## src/rtl/cdb_arbiter.sv

```systemverilog
// Purpose : shares two registered CDB broadcast ports among NREQ result producers, with one holding slot per producer.
// Latency : one cycle from accept to broadcast when the slot wins at once; a pending slot wins within ceil(NREQ/2) cycles.
// Backpr. : req_ready[i] = ~pend[i] | grant[i]; a producer whose slot is held and not granted must keep its req_* stable.
//
// Ports:
//   clk, rst            rising-edge clock; asynchronous active-low reset
//   flush               synchronous squash of held slots, outgoing CDB results and same-cycle accepts
//   req_valid/req_wr    per-producer result present / result writes a register (wr=0 is consumed and dropped)
//   req_tag/req_data    per-producer tag and value, producer i at [i*W +: W]
//   req_ready           holding slot i can take a result this cycle
//   cdb_valid/tag/data  two registered broadcast ports, port p at [p*W +: W]
//   pend                holding-slot occupancy
module cdb_arbiter #(
  parameter int NREQ  = 4,
  parameter int TAGW  = 5,
  parameter int DATAW = 32
) (
  input  logic                  clk,
  input  logic                  rst,
  input  logic                  flush,
  input  logic [NREQ-1:0]       req_valid,
  input  logic [NREQ-1:0]       req_wr,
  input  logic [NREQ*TAGW-1:0]  req_tag,
  input  logic [NREQ*DATAW-1:0] req_data,
  output logic [NREQ-1:0]       req_ready,
  output logic [1:0]            cdb_valid,
  output logic [2*TAGW-1:0]     cdb_tag,
  output logic [2*DATAW-1:0]    cdb_data,
  output logic [NREQ-1:0]       pend
);

  localparam int PTRW = (NREQ > 1) ? $clog2(NREQ) : 1;

  // Holding slots
  logic [NREQ-1:0]  pend_q, pend_d;
  logic [TAGW-1:0]  tag_q  [NREQ];
  logic [TAGW-1:0]  tag_d  [NREQ];
  logic [DATAW-1:0] data_q [NREQ];
  logic [DATAW-1:0] data_d [NREQ];

  // Round-robin pointer: first index scanned next cycle
  logic [PTRW-1:0]  rr_q, rr_d;

  // Registered CDB ports
  logic [1:0]         cdb_valid_q, cdb_valid_d;
  logic [2*TAGW-1:0]  cdb_tag_q, cdb_tag_d;
  logic [2*DATAW-1:0] cdb_data_q, cdb_data_d;

  // Arbitration results
  logic            g0_vld, g1_vld;
  logic [PTRW-1:0] g0_idx, g1_idx;
  logic [PTRW-1:0] scan_idx;
  logic [PTRW-1:0] last_idx;
  logic [NREQ-1:0] grant;
  logic [NREQ-1:0] accept;

  // Arbitration looks only at registered state, so req_ready never depends
  // on req_valid and there is no combinational path into the CDB registers.
  always_comb begin
    g0_vld   = 1'b0;
    g1_vld   = 1'b0;
    g0_idx   = '0;
    g1_idx   = '0;
    scan_idx = '0;
    for (int k = 0; k < NREQ; k++) begin
      scan_idx = PTRW'((int'(rr_q) + k) % NREQ);
      if (pend_q[scan_idx]) begin
        if (!g0_vld) begin
          g0_vld = 1'b1;
          g0_idx = scan_idx;
        end else if (!g1_vld) begin
          g1_vld = 1'b1;
          g1_idx = scan_idx;
        end
      end
    end
  end

  always_comb begin
    grant = '0;
    if (g0_vld) grant[g0_idx] = 1'b1;
    if (g1_vld) grant[g1_idx] = 1'b1;
  end

  // A granted slot empties at this edge, so it may take a new result now.
  assign req_ready = ~pend_q | grant;
  assign accept    = req_valid & req_ready;

  // Slot update: an accept with wr=1 (re)fills the slot; wr=0 consumes the
  // result without occupying the slot. Flush wins over everything.
  always_comb begin
    pend_d = pend_q;
    for (int i = 0; i < NREQ; i++) begin
      tag_d[i]  = tag_q[i];
      data_d[i] = data_q[i];
      if (flush) begin
        pend_d[i] = 1'b0;
      end else if (accept[i]) begin
        pend_d[i] = req_wr[i];
        if (req_wr[i]) begin
          tag_d[i]  = req_tag[i*TAGW +: TAGW];
          data_d[i] = req_data[i*DATAW +: DATAW];
        end
      end else if (grant[i]) begin
        pend_d[i] = 1'b0;
      end
    end
  end

  // Pointer moves just past the last winner so both ports rotate fairly.
  always_comb begin
    last_idx = g1_vld ? g1_idx : g0_idx;
    rr_d     = rr_q;
    if (!flush && g0_vld) begin
      rr_d = (last_idx == PTRW'(NREQ - 1)) ? '0 : last_idx + PTRW'(1);
    end
  end

  // CDB ports: winners load tag/data; idle ports keep their last tag/data.
  always_comb begin
    cdb_valid_d = {g1_vld, g0_vld} & {2{~flush}};
    cdb_tag_d   = cdb_tag_q;
    cdb_data_d  = cdb_data_q;
    if (g0_vld) begin
      cdb_tag_d[0 +: TAGW]   = tag_q[g0_idx];
      cdb_data_d[0 +: DATAW] = data_q[g0_idx];
    end
    if (g1_vld) begin
      cdb_tag_d[TAGW +: TAGW]   = tag_q[g1_idx];
      cdb_data_d[DATAW +: DATAW] = data_q[g1_idx];
    end
  end

  always_ff @(posedge clk or negedge rst) begin
    if (!rst) begin
      pend_q      <= '0;
      rr_q        <= '0;
      cdb_valid_q <= '0;
      cdb_tag_q   <= '0;
      cdb_data_q  <= '0;
      for (int i = 0; i < NREQ; i++) begin
        tag_q[i]  <= '0;
        data_q[i] <= '0;
      end
    end else begin
      pend_q      <= pend_d;
      rr_q        <= rr_d;
      cdb_valid_q <= cdb_valid_d;
      cdb_tag_q   <= cdb_tag_d;
      cdb_data_q  <= cdb_data_d;
      for (int i = 0; i < NREQ; i++) begin
        tag_q[i]  <= tag_d[i];
        data_q[i] <= data_d[i];
      end
    end
  end

  assign pend      = pend_q;
  assign cdb_valid = cdb_valid_q;
  assign cdb_tag   = cdb_tag_q;
  assign cdb_data  = cdb_data_q;

endmodule

```

## config.mk

```make
export PLATFORM = sky130hd
export DESIGN_NAME = cdb_arbiter
export DESIGN_NICKNAME = d
export VERILOG_FILES = /design/src/rtl/cdb_arbiter.sv
export SDC_FILE = /design/constraint.sdc
export NUM_CORES = 1
export LEC_CHECK = 0
export CORE_AREA = 4 4 176 178
export DETAILED_ROUTE_END_ITERATION = 7
export DIE_AREA = 0 0 180 182
export GPL_TIMING_DRIVEN = 0
export PLACE_DENSITY = 0.66
export RECOVER_POWER = 100
export SLEW_MARGIN = 20
export SYNTH_ARGS = -nofsm -noshare
export SYNTH_HDL_FRONTEND = slang
export SYNTH_SLANG_ARGS = --single-unit
```

## constraint.sdc

```tcl
create_clock -name clk -period 4 [get_ports clk]
set_clock_uncertainty 0.05 [all_clocks]
set_input_delay 0.8 -clock clk [delete_from_list [all_inputs] [get_ports clk]]
set_output_delay 0.8 -clock clk [all_outputs]
set_load 0.02 [all_outputs]
```

==> qor.yml, run 1 <==
critical_path:
  worstPathRequired_ps: 3150
  setup_slack_of_the_worst_register_to_register_path_ps: 120
  worst_r2r_endpoint: "cdb_data[8]$_DFFE_PN0N_"
  crit_path_max_fanout: 7
  critical_setup_path_class: "reg -> out"
  reg2reg_depth: 12
  timing.critical_path.to_type: "primary output"
  arrival_worst_endpoint_ps: 3170
  timing.critical_path.from_type: "register"
  launching_point_of_the_worst_reg2reg_path: "rr_q[0]$_DFFE_PN0P_"
logic_synthesis:
  synth_seq_area_share_pct: 48.1
  synth_flop_cell: "sky130_fd_sc_hd__dfrtp_1"
  syn_nets: 1244
  top_count_cell_post_synth: "sky130_fd_sc_hd__dfrtp_1"
  ys_top_cells_by_count: "sky130_fd_sc_hd__dfrtp_1 (230), sky130_fd_sc_hd__mux2_2 (147), sky130_fd_sc_hd__mux2i_1 (112)"
  synth_top_cell_area_share_pct: 48.1
  mappedNetlistArea_mm2: 0.0120
  ys_types: 64
  yosys_warnings: 0
  synthTopCellsByArea: "sky130_fd_sc_hd__dfrtp_1 (48%), sky130_fd_sc_hd__mux2_2 (14%), sky130_fd_sc_hd__mux2i_1 (9.4%)"
  synth-seq-cells: 230
  synthesis.instances: 1083
  synth_edf_count: 0
  fraction_of_synthesis_flops_using_an_asynchronous_set_or_reset_pin_pct: 100
  synth_area_per_inst_um2: 11.1
  synthDominantAreaCellType: "sky130_fd_sc_hd__dfrtp_1"
pwr:
  comb_power_share_pct: 44.8
  p_per_area_mw_per_mm2: 689
  p_sw_share_pct: 39.4
  p_leak_uw: 0.00707
  vdd_ir_drop_max_v: 0.000327
  intPower_uw: 6720
  overall_power_uw: 11100
  p_switching_uw: 4370
  seqPwrFrac_pct: 33.9
  clockPowerShare_pct: 21.3
outcome:
  violations_in_the_final_reports: "capacitance limit, slew limit, setup timing"
  run_status: "complete, but fails checks"
layout:
  final_core_util_pct: 54.7
  finalInstanceArea_mm2: 0.0161
  layoutNonFillerInstCount: 1778
  drive_above_1_share_pct: 20.1
  nNetsFinal: 1528
  area_delta_synth_final_pct: 34.4
sta:
  setup_viol: 1
  max_slew_margin_pct: -16.9
  fin_hold_ws_ps: 434
  period_minus_slack_ps: 4020
  fin_ws_ps: -24.7
  final_hold_viol_count: 0
  timing_worst_slew_pin_value_ps: 1750
  rsz_0062_raised_after_global_routing: "yes"
  drv_slew: 67
  fmax_ghz: 0.248
  layout_worst_path_cycle_share_pct: 101
drt:
  postRouteAntennaNets: 0
  total_number_of_vias: 10200
  finalWirelength_um: 42100
  drt_drc_violations_left: 0
  drt_iter0_drc: 806
  detail_route.first_pass.iterations: 5
  avgRoutedWirePerCell_um: 23.7
  route.detailed.vias_per_inst: 5.74
clock_network:
  cts_made_buffers: 27
  clk-insertion-delay-late_ps: 530
  cts-hold-fix-buffers: 0
  htree_levels: 1
  clock_path_buffers: 3
  clkSlewWorstSetupHoldPaths_ps: 70
  ctsRootBufferMaster: "sky130_fd_sc_hd__clkbuf_16"
  cts_tree: "done"
  clock-sinks: 230
placement:
  routabilityCongestion: 0.849
  portBuffers: 241
  dp_cells: 1716
  post_dp_cell_area_mm2: 0.0149
  detailed_placement_wirelength_estimate_um: 29800
worst_hold_path:
  hold_path_startpoint: "cdb_data[43]$_DFFE_PN0N_"
  min-delay-path-class: "reg -> reg"
  min_path_cells: 2
  whs_endpoint: "cdb_data[43]$_DFFE_PN0N_"
floorplan:
  die_height_um: 182
  number_of_core_rows: 63
  ios: 243
  die_area_mm2: 0.0328
  initial_core_util_pct: 40.7
  dieWidth_um: 180
  core_area_mm2: 0.0294
flow_run:
  cap_violations: 1
global_route:
  grt-ovfl-total: 0
  number_of_antenna_violations_at_the_first_check_in_global_routing: 2
  wire_length_of_the_first_global_routing_pass_um: 63500
  vias_in_the_first_global_route: 10600
  globalRouteTotalUtil_pct: 24.7
  grt_max_degree: 92
-- flip-flops by register name, indices dropped and copies added, names as in the netlist --
signal	cells
cdb_valid	2
data_q	128
cdb_tag	10
cdb_data	64
pend	4
rr_q	2
tag_q	20
-- timing repair --
| item | CTS | global route |
|---|---|---|
| resized for setup | 61 | 15 |
| setup buffers | 10 | 7 |
| gates cloned | 0 | 0 |
| pin swaps | 6 | 5 |
| setup endpoints to repair | 219 | 10 |
-- worst max-delay path: stages, from the launching register on --
cell and delay [ps]:
sky130_fd_sc_hd__dfrtp_1 380, sky130_fd_sc_hd__buf_6 120, sky130_fd_sc_hd__buf_8 110, sky130_fd_sc_hd__buf_8 100, sky130_fd_sc_hd__mux4_2 550, sky130_fd_sc_hd__ha_4 280
sky130_fd_sc_hd__mux2_4 270, sky130_fd_sc_hd__and3_4 230, sky130_fd_sc_hd__o31ai_4 230, sky130_fd_sc_hd__o2111ai_4 180, sky130_fd_sc_hd__buf_6 180
-- cells by family (layout without fill, tap and decap cells) --
logic type                 count (synthesis)  count (layout)  synth area share [%]
other                                      0               3                     0
and+or+nand+nor                          247             247                  9.76
AOI/OAI and AO/OA                        242             242                  14.0
adders and majority gates                  3               3                 0.293
xor gates and xnor gates                   2               2                 0.146
buffers and inverters                     96             398                  3.97
muxes                                    263             263                  23.8
DFF                                      230             230                  48.1
-- placed cells by master (no fill, tap or decap), types with 4 or more instances in the layout --
cell,count
sky130_fd_sc_hd__a2111oi_0,34
sky130_fd_sc_hd__a21oi_1,48
sky130_fd_sc_hd__a221oi_1,4
sky130_fd_sc_hd__buf_2,13
sky130_fd_sc_hd__buf_4,24
sky130_fd_sc_hd__buf_6,16
sky130_fd_sc_hd__buf_8,4
sky130_fd_sc_hd__clkbuf_1,51
sky130_fd_sc_hd__clkbuf_16,27
sky130_fd_sc_hd__clkbuf_8,8
sky130_fd_sc_hd__clkdlybuf4s50_1,156
sky130_fd_sc_hd__clkinv_2,7
sky130_fd_sc_hd__dfrtp_1,227
sky130_fd_sc_hd__dlygate4sd3_1,80
sky130_fd_sc_hd__mux2_2,146
sky130_fd_sc_hd__mux2i_1,111
sky130_fd_sc_hd__nand2_1,91
sky130_fd_sc_hd__nand3_1,38
sky130_fd_sc_hd__nor2_1,50
sky130_fd_sc_hd__nor2b_1,40
sky130_fd_sc_hd__o21ai_0,45
sky130_fd_sc_hd__o221ai_1,38
sky130_fd_sc_hd__o22ai_1,42
-- cell type report --
type                       count  area [µm²]
tap                          390         488
multi-input combinational    757        5880
buffer                        88         523
clock buffer                  39         801
clock inverter                 8        42.5
sequential                   230        5760
inverter                       3        11.3
antenna                        3        7.51
timing repair buffer         260        2580
fill                        2594       13300
-- power by group through the flow --
stage / Sequential, µW / Combinational, µW / Clock (µW)
detailed placement: 3790 / 4860 / 0
floorplan: 4070 / 2520 / 0
global placement: 3760 / 4780 / 0
finish: 3760 / 4970 / 2360
global route: 3870 / 5340 / 2490
CTS: 3760 / 5040 / 2400
-- per-stage QoR --
stage                     setup WS (ps)  setup TNS, ps
after CTS                         -32.5          -46.4
after global routing              -77.0          -84.9
final                             -24.7          -24.7
after floorplan                     190              0
after global placement            -8060       -1936440
after detailed placement           -738         -87490
-- per-layer routing --
layer	part of all wire, %	routed length, µm	track usage [%]
met2	48	20400	41.0
met3	6.6	2760	5.23
met4	2.4	1000	6.77
met5	0	0	0
met1	43	18000	32.9
-- how the worst max path moves through the flow --
stage	cells after the start	start	end	slack, ps
final	10	rr_q[0]$_DFFE_PN0P_	req_ready[1]	-20
after global routing	10	rr_q[0]$_DFFE_PN0P_	req_ready[1]	-80
after CTS	10	rr_q[0]$_DFFE_PN0P_	req_ready[1]	-30
after detailed placement	11	rr_q[0]$_DFFE_PN0P_	req_ready[1]	-740
after global placement	1	rst	data_q[87]$_DFFE_PN0P_	-8060
after floorplan	13	pend[3]$_DFFE_PN0P_	data_q[10]$_DFFE_PN0P_	190
Power figures use the tool's default switching activity.
==> inputs of run 2 (changes only) <==
--- a/config.mk
+++ b/config.mk
@@ -11,6 +11,7 @@
 export GPL_TIMING_DRIVEN = 0
 export PLACE_DENSITY = 0.66
 export RECOVER_POWER = 100
+export REMOVE_ABC_BUFFERS = 1
 export SLEW_MARGIN = 20
 export SYNTH_ARGS = -nofsm -noshare
 export SYNTH_HDL_FRONTEND = slang
==> run 2 against run 1 <==
Compared with the run above: the flow finishes with violations (capacitance limit, slew limit); register-to-register slack got worse by 30 ps; via count increased by 0.63%; critical path depth decreased by 3; setup slack improved by 97 ps; flip-flop and latch count unchanged; final area increased by 1.4%; clock-buffer cell count increased by 4; cell count decreased by 1.9%; fmax increased by 2.5%; wire length decreased by 0.64%; hold slack improved by 7.5 ps; combinational power increased by 1%; highest routed layer is now met5.
==> qor.yml, run 2 (synthesis gave the netlist of run 1 again) <==
sta:
  final_hold_viol_count: 0  # unchanged
  period_minus_slack_ps: 3930  # -96.8 ps
  timing_worst_slew_pin_value_ps: 2980  # +1230 ps
  rsz_0062_raised_after_global_routing: "no"
  fmax_ghz: 0.255  # +2.5%
  timing.setup.tns_ps: 0  # +24.7 ps
  max_slew_margin_pct: -98.9  # -82 points
  layout_worst_path_cycle_share_pct: 98.2  # -2.4 points
  drv_slew: 69  # +3.0%
  fin_ws_ps: 72.1  # +96.8 ps
  setup_viol: 0  # -1
global_route:
  vias_in_the_first_global_route: 10600  # -0.50%
  number_of_antenna_violations_at_the_first_check_in_global_routing: 4  # +2
  grt-ovfl-total: 0  # unchanged
  wire_length_of_the_first_global_routing_pass_um: 63600  # +0.13%
  grt_max_degree: 95  # +3.3%
  globalRouteTotalUtil_pct: 24.6  # about the same
worst_hold_path:
  hold_path_startpoint: "cdb_data[54]$_DFFE_PN0N_"
  whs_endpoint: "cdb_data[54]$_DFFE_PN0N_"
  min_path_cells: 2  # unchanged
  min-delay-path-class: "reg -> reg"
drt:
  finalWirelength_um: 41800  # -0.64%
  drt_iter0_drc: 1041  # +29%
  postRouteAntennaNets: 0  # unchanged
  route.detailed.vias_per_inst: 5.88  # +2.5%
  drt_drc_violations_left: 0  # unchanged
  avgRoutedWirePerCell_um: 24.0  # +1.2%
  total_number_of_vias: 10300  # +0.63%
  detail_route.first_pass.iterations: 5  # unchanged
critical_path:
  arrival_worst_endpoint_ps: 3080  # -90 ps
  timing.critical_path.to_type: "primary output"
  launching_point_of_the_worst_reg2reg_path: "pend[2]$_DFFE_PN0P_"
  critical_path.slowest_cell: "sky130_fd_sc_hd__dfrtp_4"
  timing.critical_path.from_type: "register"
  worst_r2r_endpoint: "data_q[41]$_DFFE_PN0P_"
  cp_top_family: "multiplexers"
  path_cells: "mux4_2, ha_1, mux2_4, and3_4, o31ai_4, o2111ai_4, clkbuf_2"
  worstPathRequired_ps: 3150  # about the same
  critical_setup_path_class: "reg -> out"
  critical_path.max_stage_delay_ps: 520  # -30 ps
  crit_path_max_fanout: 4  # -3
  reg2reg_depth: 11  # -1
  setup_slack_of_the_worst_register_to_register_path_ps: 90  # -30 ps
  worstPathBufferInverterCount: 1  # -3
layout:
  reg_with_most_ffs: "data_q"
  nNetsFinal: 1495  # -2.2%
  area_delta_synth_final_pct: 36.3
  final_core_util_pct: 55.5  # +0.79 points
  fill_cells: 2467  # -4.9%
  final_common_cell: "sky130_fd_sc_hd__dfrtp_1"
  layout.cells.most_common_list: "sky130_fd_sc_hd__dfrtp_1 (224), sky130_fd_sc_hd__clkdlybuf4s50_1 (157), sky130_fd_sc_hd__mux2_2 (146)"
  drive_above_1_share_pct: 21.7  # +1.7 points
  largest_register_ffs: 128  # unchanged
pwr:
  vdd_ir_drop_max_v: 0.000376  # +15%
  p_per_area_mw_per_mm2: 696  # +0.90%
  overall_power_uw: 11300  # +2.4%
  p_leak_uw: 0.00720  # +1.8%
outcome:
  run_status: "complete, but fails checks"
  violations_in_the_final_reports: "capacitance limit, slew limit"
flow_run:
  cap_violations: 4  # +3
floorplan:
  initial_core_util_pct: 40.7  # unchanged
  ios: 243  # unchanged
  core_area_mm2: 0.0294  # unchanged
  die_area_mm2: 0.0328  # unchanged
  number_of_core_rows: 63  # unchanged
  dieWidth_um: 180  # unchanged
  die_height_um: 182  # unchanged
clock_network:
  ctsRootBufferMaster: "sky130_fd_sc_hd__clkbuf_16"
  clk-insertion-delay-late_ps: 550  # +20 ps
  cts_tree: "done"
  htree_levels: 1  # unchanged
  clock_path_buffers: 3  # unchanged
  clkSlewWorstSetupHoldPaths_ps: 60  # about the same
  clock-sinks: 230  # unchanged
  cts_made_buffers: 28  # +3.7%
placement:
  routabilityCongestion: 0.791  # -6.8%
  detailed_placement_wirelength_estimate_um: 25300  # -15%
  portBuffers: 242  # +0.41%
  pre_cts_ws_ps: -877  # -139 ps
-- run 2: worst max path at each step --
stage / end / from / depth (start not counted)
final: req_ready[1] / pend[2]$_DFFE_PN0P_ / 7
after global routing: req_ready[1] / pend[2]$_DFFE_PN0P_ / 7
after CTS: req_ready[3] / rr_q[0]$_DFFE_PN0P_ / 8
after detailed placement: req_ready[0] / rr_q[0]$_DFFE_PN0P_ / 8
after global placement: data_q[49]$_DFFE_PN0P_ / rr_q[0]$_DFFE_PN0P_ / 8
after floorplan: data_q[32]$_DFFE_PN0P_ / rr_q[0]$_DFFE_PN0P_ / 8
-- run 2: area by class of cell --
type	instances	area (µm²)	area share (%)
well taps	390	488	2.99
clock inverters	5	68.8	0.422
diodes	3	7.51	0.0460
inverters	3	11.3	0.0690
repair buffers	311	3170	19.4
flip-flops and latches	230	5780	35.4
clock buffers	43	857	5.25
multi-input cells	760	5930	36.4
-- run 2: worst min-delay path, cell delays in order, from the launching register on --
cell and delay (ps):
sky130_fd_sc_hd__dfrtp_1 340, sky130_fd_sc_hd__nand2_1 50, sky130_fd_sc_hd__o221ai_1 60
-- run 2: metrics by stage --
| stage | cell area (µm²) | instances | hold WS [ps] |
|---|---|---|---|
| 2_1_floorplan | 11500 | 990 | 430 |
| 3_3_place_gp | 14400 | 1622 | 420 |
| 3_5_place_dp | 15200 | 1659 | 428 |
| 4_1_cts | 16500 | 1737 | 117 |
| 5_1_grt | 16300 | 1745 | 460 |
| 6_report | 16300 | 1745 | 441 |
-- run 2: where the power goes --
group          total, µW  internal (µW)  leakage [µW]  switching (µW)
Sequential          3790           3140       0.00274             651
Combinational       5030           2280       0.00400            2740
Clock               2540           1530      0.000456            1010
-- run 2: metal layers --
metal  GRT usage (%)  share of wire, %  up-vias
li1                -                 -     4541
met1            34.2                43     5120
met2            38.6                45      503
met3            6.39               8.7      100
met4            6.74               2.7        2
met5               0             0.029        -
-- run 2: repair_timing --
| action | CTS | global route |
|---|---|---|
| endpoints found under the setup margin | 190 | 4 |
| pin swaps | 5 | 3 |
| resized for setup | 36 | 8 |
| hold buffers | 0 | 0 |
| endpoints found under the hold margin | 0 | 0 |
| gates cloned | 3 | 0 |
| setup buffers | 27 | 5 |
